<file path="config.mk">
export PLATFORM = sky130hd
export DESIGN_NAME = priority_encoder_rr
export DESIGN_NICKNAME = d
export VERILOG_FILES = /design/src/rtl/priority_encoder_rr.sv
export SDC_FILE = /design/constraint.sdc
export NUM_CORES = 1
export LEC_CHECK = 0
export BUFFER_PORTS_ARGS = -buffer_cell sky130_fd_sc_hd__buf_4
export CORE_MARGIN = 2
export CORE_UTILIZATION = 40
export CTS_BUF_LIST = sky130_fd_sc_hd__clkbuf_16
export DETAILED_ROUTE_END_ITERATION = 8
export PLACE_DENSITY = 0.7
export SLEW_MARGIN = 15
export SYNTH_ARGS = -nofsm -noshare
export SYNTH_HDL_FRONTEND = slang
export SYNTH_SLANG_ARGS = --single-unit
</file>
<file path="constraint.sdc">
create_clock -name clk -period 1.11 [get_ports clk]
set_input_delay 0.2775 -clock clk [delete_from_list [all_inputs] [get_ports clk]]
set_output_delay 0.2775 -clock clk [all_outputs]
set_load 0.005 [all_outputs]
</file>
<file path="src/rtl/priority_encoder_rr.sv">
// Registered N-input priority encoder with fixed or round-robin priority.
// The winner is held behind a valid/ready handshake until the consumer accepts it.
module priority_encoder_rr #(
    parameter int N    = 8,
    parameter int MODE = 0,
    parameter int W    = $clog2(N)
) (
    input  logic         clk,
    input  logic         rst_n,
    input  logic [N-1:0] req,
    output logic         out_valid,
    input  logic         out_ready,
    output logic [W-1:0] out_idx,
    output logic [N-1:0] out_onehot
);

    localparam logic [0:0]   IDLE    = 1'b0;
    localparam logic [0:0]   HOLD    = 1'b1;
    localparam logic [W-1:0] PTR_TOP = W'(N - 1);

    logic [0:0]   state_q, state_d;
    logic [W-1:0] idx_q, idx_d;
    logic [W-1:0] ptr_q, ptr_d;
    logic [N-1:0] oh_q, oh_d;

    logic         accept;
    logic         capture;
    logic [W-1:0] start;
    logic [W-1:0] win;
    logic         found;
    logic [N-1:0] oh_win;

    always_comb begin
        accept  = (state_q == HOLD) && out_ready;
        capture = (state_q == IDLE) || out_ready;
    end

    // The accepted index becomes lowest priority; a same-edge capture sees it.
    always_comb begin
        ptr_d = ptr_q;
        if (MODE == 1 && accept) begin
            ptr_d = (idx_q == '0) ? PTR_TOP : idx_q - W'(1);
        end
        start = (MODE == 1) ? ptr_d : PTR_TOP;
    end

    always_comb begin
        int           j;
        logic [W-1:0] jj;
        win   = '0;
        found = 1'b0;
        j     = 0;
        jj    = '0;
        for (int k = 0; k < N; k++) begin
            j = int'(start) - k;
            if (j < 0) begin
                j = j + N;
            end
            jj = W'(j);
            if (!found && req[jj]) begin
                found = 1'b1;
                win   = jj;
            end
        end
        oh_win = {{(N-1){1'b0}}, 1'b1} << win;
    end

    always_comb begin
        state_d = state_q;
        idx_d   = idx_q;
        oh_d    = oh_q;
        if (capture) begin
            if (found) begin
                state_d = HOLD;
                idx_d   = win;
                oh_d    = oh_win;
            end else begin
                state_d = IDLE;
                oh_d    = '0;
            end
        end
    end

    always_ff @(posedge clk or negedge rst_n) begin
        if (!rst_n) begin
            state_q <= IDLE;
            idx_q   <= '0;
            ptr_q   <= PTR_TOP;
            oh_q    <= '0;
        end else begin
            state_q <= state_d;
            idx_q   <= idx_d;
            ptr_q   <= ptr_d;
            oh_q    <= oh_d;
        end
    end

    always_comb begin
        out_valid  = (state_q == HOLD);
        out_idx    = idx_q;
        out_onehot = oh_q;
    end

endmodule

</file>
### Word level (Yosys, flattened, before mapping)

Index checks and enable logic that the tools add are counted.

| operators by class | value |
|---|---|
| add/sub/neg operators | 0 |
| multiply operators | 0 |
| div/mod/pow operators | 0 |
| order comparisons | 0 |
| equal/unequal tests | 0 |
| shift operators | 1 |
| mux-type cells | 18 |
| bitwise operators | 1 |
| reduce and logical (&&, ||, !) cells | 16 |

Operators with widths:

| operator | count |
|---|---|
| 3-bit 2-to-1 mux | 8 |
| 1-bit 2-to-1 mux | 9 |
| 8-bit 2-to-1 mux | 1 |
| 1-bit by 3-bit << shifter with 8-bit output, first input constant | 1 |
| 1-bit logical AND | 7 |
| 1-bit zero test | 7 |
| 2-bit AND reduction | 1 |
| 1-bit logical OR | 1 |
| 1-bit NOT | 1 |

| storage, ports and cells | value |
|---|---|
| flip-flop bits (word level) | 12 |
| bits in latches | 0 |
| bits in writable memories | 0 |
| ROM bits | 0 |
| input port bits | 11 |
| output and inout port bits | 12 |
| memories | 0 |

### Longest topological paths before layout

| depth | value |
|---|---|
| word-level depth | 24 |
| depth in mapped cells | 5 |
| gate-level depth less buffers | 4 |

### Worst setup path after synthesis

OpenSTA, ideal clock, no wires.

| timing | value |
|---|---|
| path type | reg-to-reg |
| start point | reg state_q (netlist: out_valid) |
| end point | reg oh_q[1] (netlist: out_onehot[1]) |
| arrival | 1.007 ns |
| required time | 0.989 ns |
| path slack | -0.018 ns |
| cell stages (with the launch flop) | 5 |
| path buffers | 1 |
| cell sequence | dfrtp_1 > nor2b_1 > buf_2 > nor2_1 > a22o_1 |

| between the ends | value |
|---|---|
| word-level cells in the longest chain between the ends | 2 |

Ends and longest elaborated chain:

| what | RTL line | source |
|---|---|---|
| from (decl) | 21 | `logic [0:0] state_q, state_d;` |
| from (signal assigned) | 91 | `state_q <= state_d;` |
| 1-bit NOT | 35 | `capture = (state_q == IDLE) \|\| out_ready;` |
| 1-bit logical OR | 35 |  |
| to (signal assigned) | 94 | `oh_q <= oh_d;` |
| to (decl) | 24 | `logic [N-1:0] oh_q, oh_d;` |

No other way between the ends.
A chain may end at the register's enable or synchronous reset.

### Worst setup path after layout

| timing | value |
|---|---|
| start point | reg state_q (netlist: out_valid) |
| end point | reg oh_q[0] (netlist: out_onehot[0]) |

The elaborated chain is that of the path after synthesis.

==> impl_metrics.yaml <==
floorplan:
  core-area_mm2: 0.00133
  pin_count: 23
  chipHeight_um: 42.1
  std_cell_rows: 13
  dieArea_mm2: 0.00177
  starting_utilization_of_the_core_area: 0.435
  dieWidth_um: 42.1
setup_path:
  type_of_destination_of_the_critical_path: "register"
  critPathRequiredTime_ps: 1250
  worstSetupStartpointType: "register"
  worst_ep_arrival_time_ps: 1240
  timing.reg2reg.setup_slack_ps: 10
  critical_path_peak_fanout: 7
  critPathKind: "reg -> reg"
drt:
  total_wirelength_um: 1580
  drtAntennaViolNets: 0
  dr.pass1.iters: 4
  routed_length_per_placed_instance_um: 14.5
  route.detailed.drc: 0
  num_vias: 582
  detail_route.vias_per_cell: 5.34
  drt_iter0_markers: 11
power_and_ir_drop:
  report.power.total_uw: 1310
  seqPwrFrac: 0.360
  switching_power_uw: 271
  power_frac_comb: 0.152
  share_clk_of_total_power: 0.488
  power.leakage_uw: 0.000449
  ir_worst_vdd_mv: 0.834
  cell_internal_pwr_uw: 1040
  power.density_cell_area_mw_per_mm2: 1370
  power.switching_fraction: 0.207
logic_synthesis:
  syn_area_um2: 581
  mappedNetlistNets: 68
  ys_seq_area_frac: 0.517
  netlist_instances: 57
  syn-mean-instance-area_um2: 10.2
  cell_types_occupying_the_most_area_after_synthesis: "dfrtp_1, o21ai_0, nand2_1, nor4_4, nor3_1"
  yosys.area.top_type: "dfrtp_1"
  yosys_register_bits: 12
  yosysUniqueCellTypes: 22
  post-synth-top-area-fraction: 0.517
  yosys_warnings: 0
finish:
  layout.nets: 107
  drive_gt1_frac: 0.489
  synthToLayoutAreaGrowth_pct: 65.3
  final_cell_mix: "buf_4, dfrtp_1, o21ai_0"
  final_common_cell: "buf_4"
  diodes_inserted: 0
timing:
  timing.setup.tns_ps: 0
  fin_crit_ps: 1100
  skew_ps: 0.750
  worstMarginPinSlew_ps: 411
  timing.final.setup_violations: 0
  timing.max_slew.rel_slack: 0.724
  final_min_period_over_clock_period: 0.988
  rsz_0062_raised_after_global_routing: "yes"
  finalHoldWorstSlack_ps: 329
  hold_violation_count_in_the_final_report: 0
  timing_max_transition_violations_final: 0
  clock.fmax_ghz: 0.912
place:
  place.gp.congestion: 0.806
  port_buffers: 22
  dp_hpwl_um: 1090
global_route:
  number_of_antenna_violations_at_the_first_check_in_global_routing: 0
  largest_net_degree_at_the_start_of_global_routing: 14
  globalRouteTotalUtil: 0.190
  vias_in_the_first_global_route: 574
  grt_pass1_wl_um: 2530
  global_route_congestion_overflow_total: 0
min_path:
  min_path_type: "in -> reg"
clocking:
  clock_path_buffers: 2
  worstSkewPairLatency_ps: 230
  clock-root-buffer: "clkbuf_16"
  cts_sinks: 12
  cts-buffers-inserted: 3
  clkSlewWorstSetupHoldPaths_ps: 40
  tritoncts_clock_tree: "built"
  h-tree-depth: 1
flow_run:
  maxCapViolCount: 0
run_status:
  status: "complete, no violations"
-- what timing repair did --
item                                   CTS  global route
endpoints found under the hold margin   12             0
hold buffers                             1             0
setup endpoints to repair                4             5
setup buffers                            0             2
resized for setup                        3             6
pin swaps                                0             2
-- cell type report --
| class | count | area, um^2 |
|---|---|---|
| Timing Repair Buffer | 36 | 280 |
| Clock buffer | 3 | 75.1 |
| Multi-Input combinational cell | 42 | 282 |
| Fill cell | 103 | 374 |
| Inverter | 1 | 3.75 |
| Sequential cell | 12 | 300 |
| Tap cell | 15 | 18.8 |
-- cell families after synthesis --
family	count (synthesis)	share of synthesized area
mux	1	0.0194
compound gates	15	0.162
buf+inv	3	0.0215
flops	12	0.517
simple gates	26	0.280
-- flip-flops by register name, indices dropped and copies added, names as in the netlist --
signal and flops:
out_valid 1, out_idx 3, out_onehot 8
-- Yosys cell counts --
cell,count
dfrtp_1,12
o21ai_0,8
nand2_1,6
nor2_1,4
nor3_1,4
a21oi_1,2
a22o_1,2
nand2b_1,2
nand3b_1,2
nor2b_1,2
nor3b_1,2
a31oi_1,1
buf_2,1
clkbuf_1,1
inv_1,1
mux2_2,1
nand2_2,1
nor4_2,1
nor4_4,1
o21bai_1,1
o31ai_2,1
or4b_1,1
-- power groups by stage --
stage	clock network [uW]	registers [uW]	logic [uW]
global placement	0	478	176
detailed placement	0	478	181
finish	639	472	199
floorplan	0	480	54.7
CTS	650	472	187
global route	661	475	218
-- worst max-delay path: stages, from the launching register on --
cell	delay (ps)
dfrtp_1	380
nor2b_4	140
buf_6	130
buf_6	120
o31ai_2	230
-- metal layers --
layer	wire, um	track usage	vias up
met1	725	0.223	281
met3	72	0.0474	2
li1	-	-	285
met5	0	0	-
met2	761	0.322	14
met4	17	0.0938	0
-- per-stage QoR --
step	worst slack, ps	cells	util	instance area [um^2]
2_1_floorplan	13.2	57	-	583
3_3_place_gp	-114	103	0.629	838
3_5_place_dp	-155	103	0.629	838
4_1_cts	19.3	107	0.697	930
5_1_grt	-11.6	109	0.720	960
6_report	13.2	109	0.720	960
-- worst paths after layout --
check / to / from / cells after the start
max in group asynchronous: out_onehot[6]$_DFFE_PN0N_ / rst_n / 2
max reg2reg: out_onehot[0]$_DFFE_PN0N_ / out_valid$_DFFE_PN0N_ / 4
min: out_onehot[5]$_DFFE_PN0N_ / req[5] / 2
max: out_onehot[0]$_DFFE_PN0N_ / out_valid$_DFFE_PN0N_ / 4
min reg2reg: out_onehot[6]$_DFFE_PN0N_ / out_onehot[6]$_DFFE_PN0N_ / 2
min in group asynchronous: out_idx[1]$_DFFE_PN0P_ / rst_n / 2
Power figures use the tool's default switching activity.
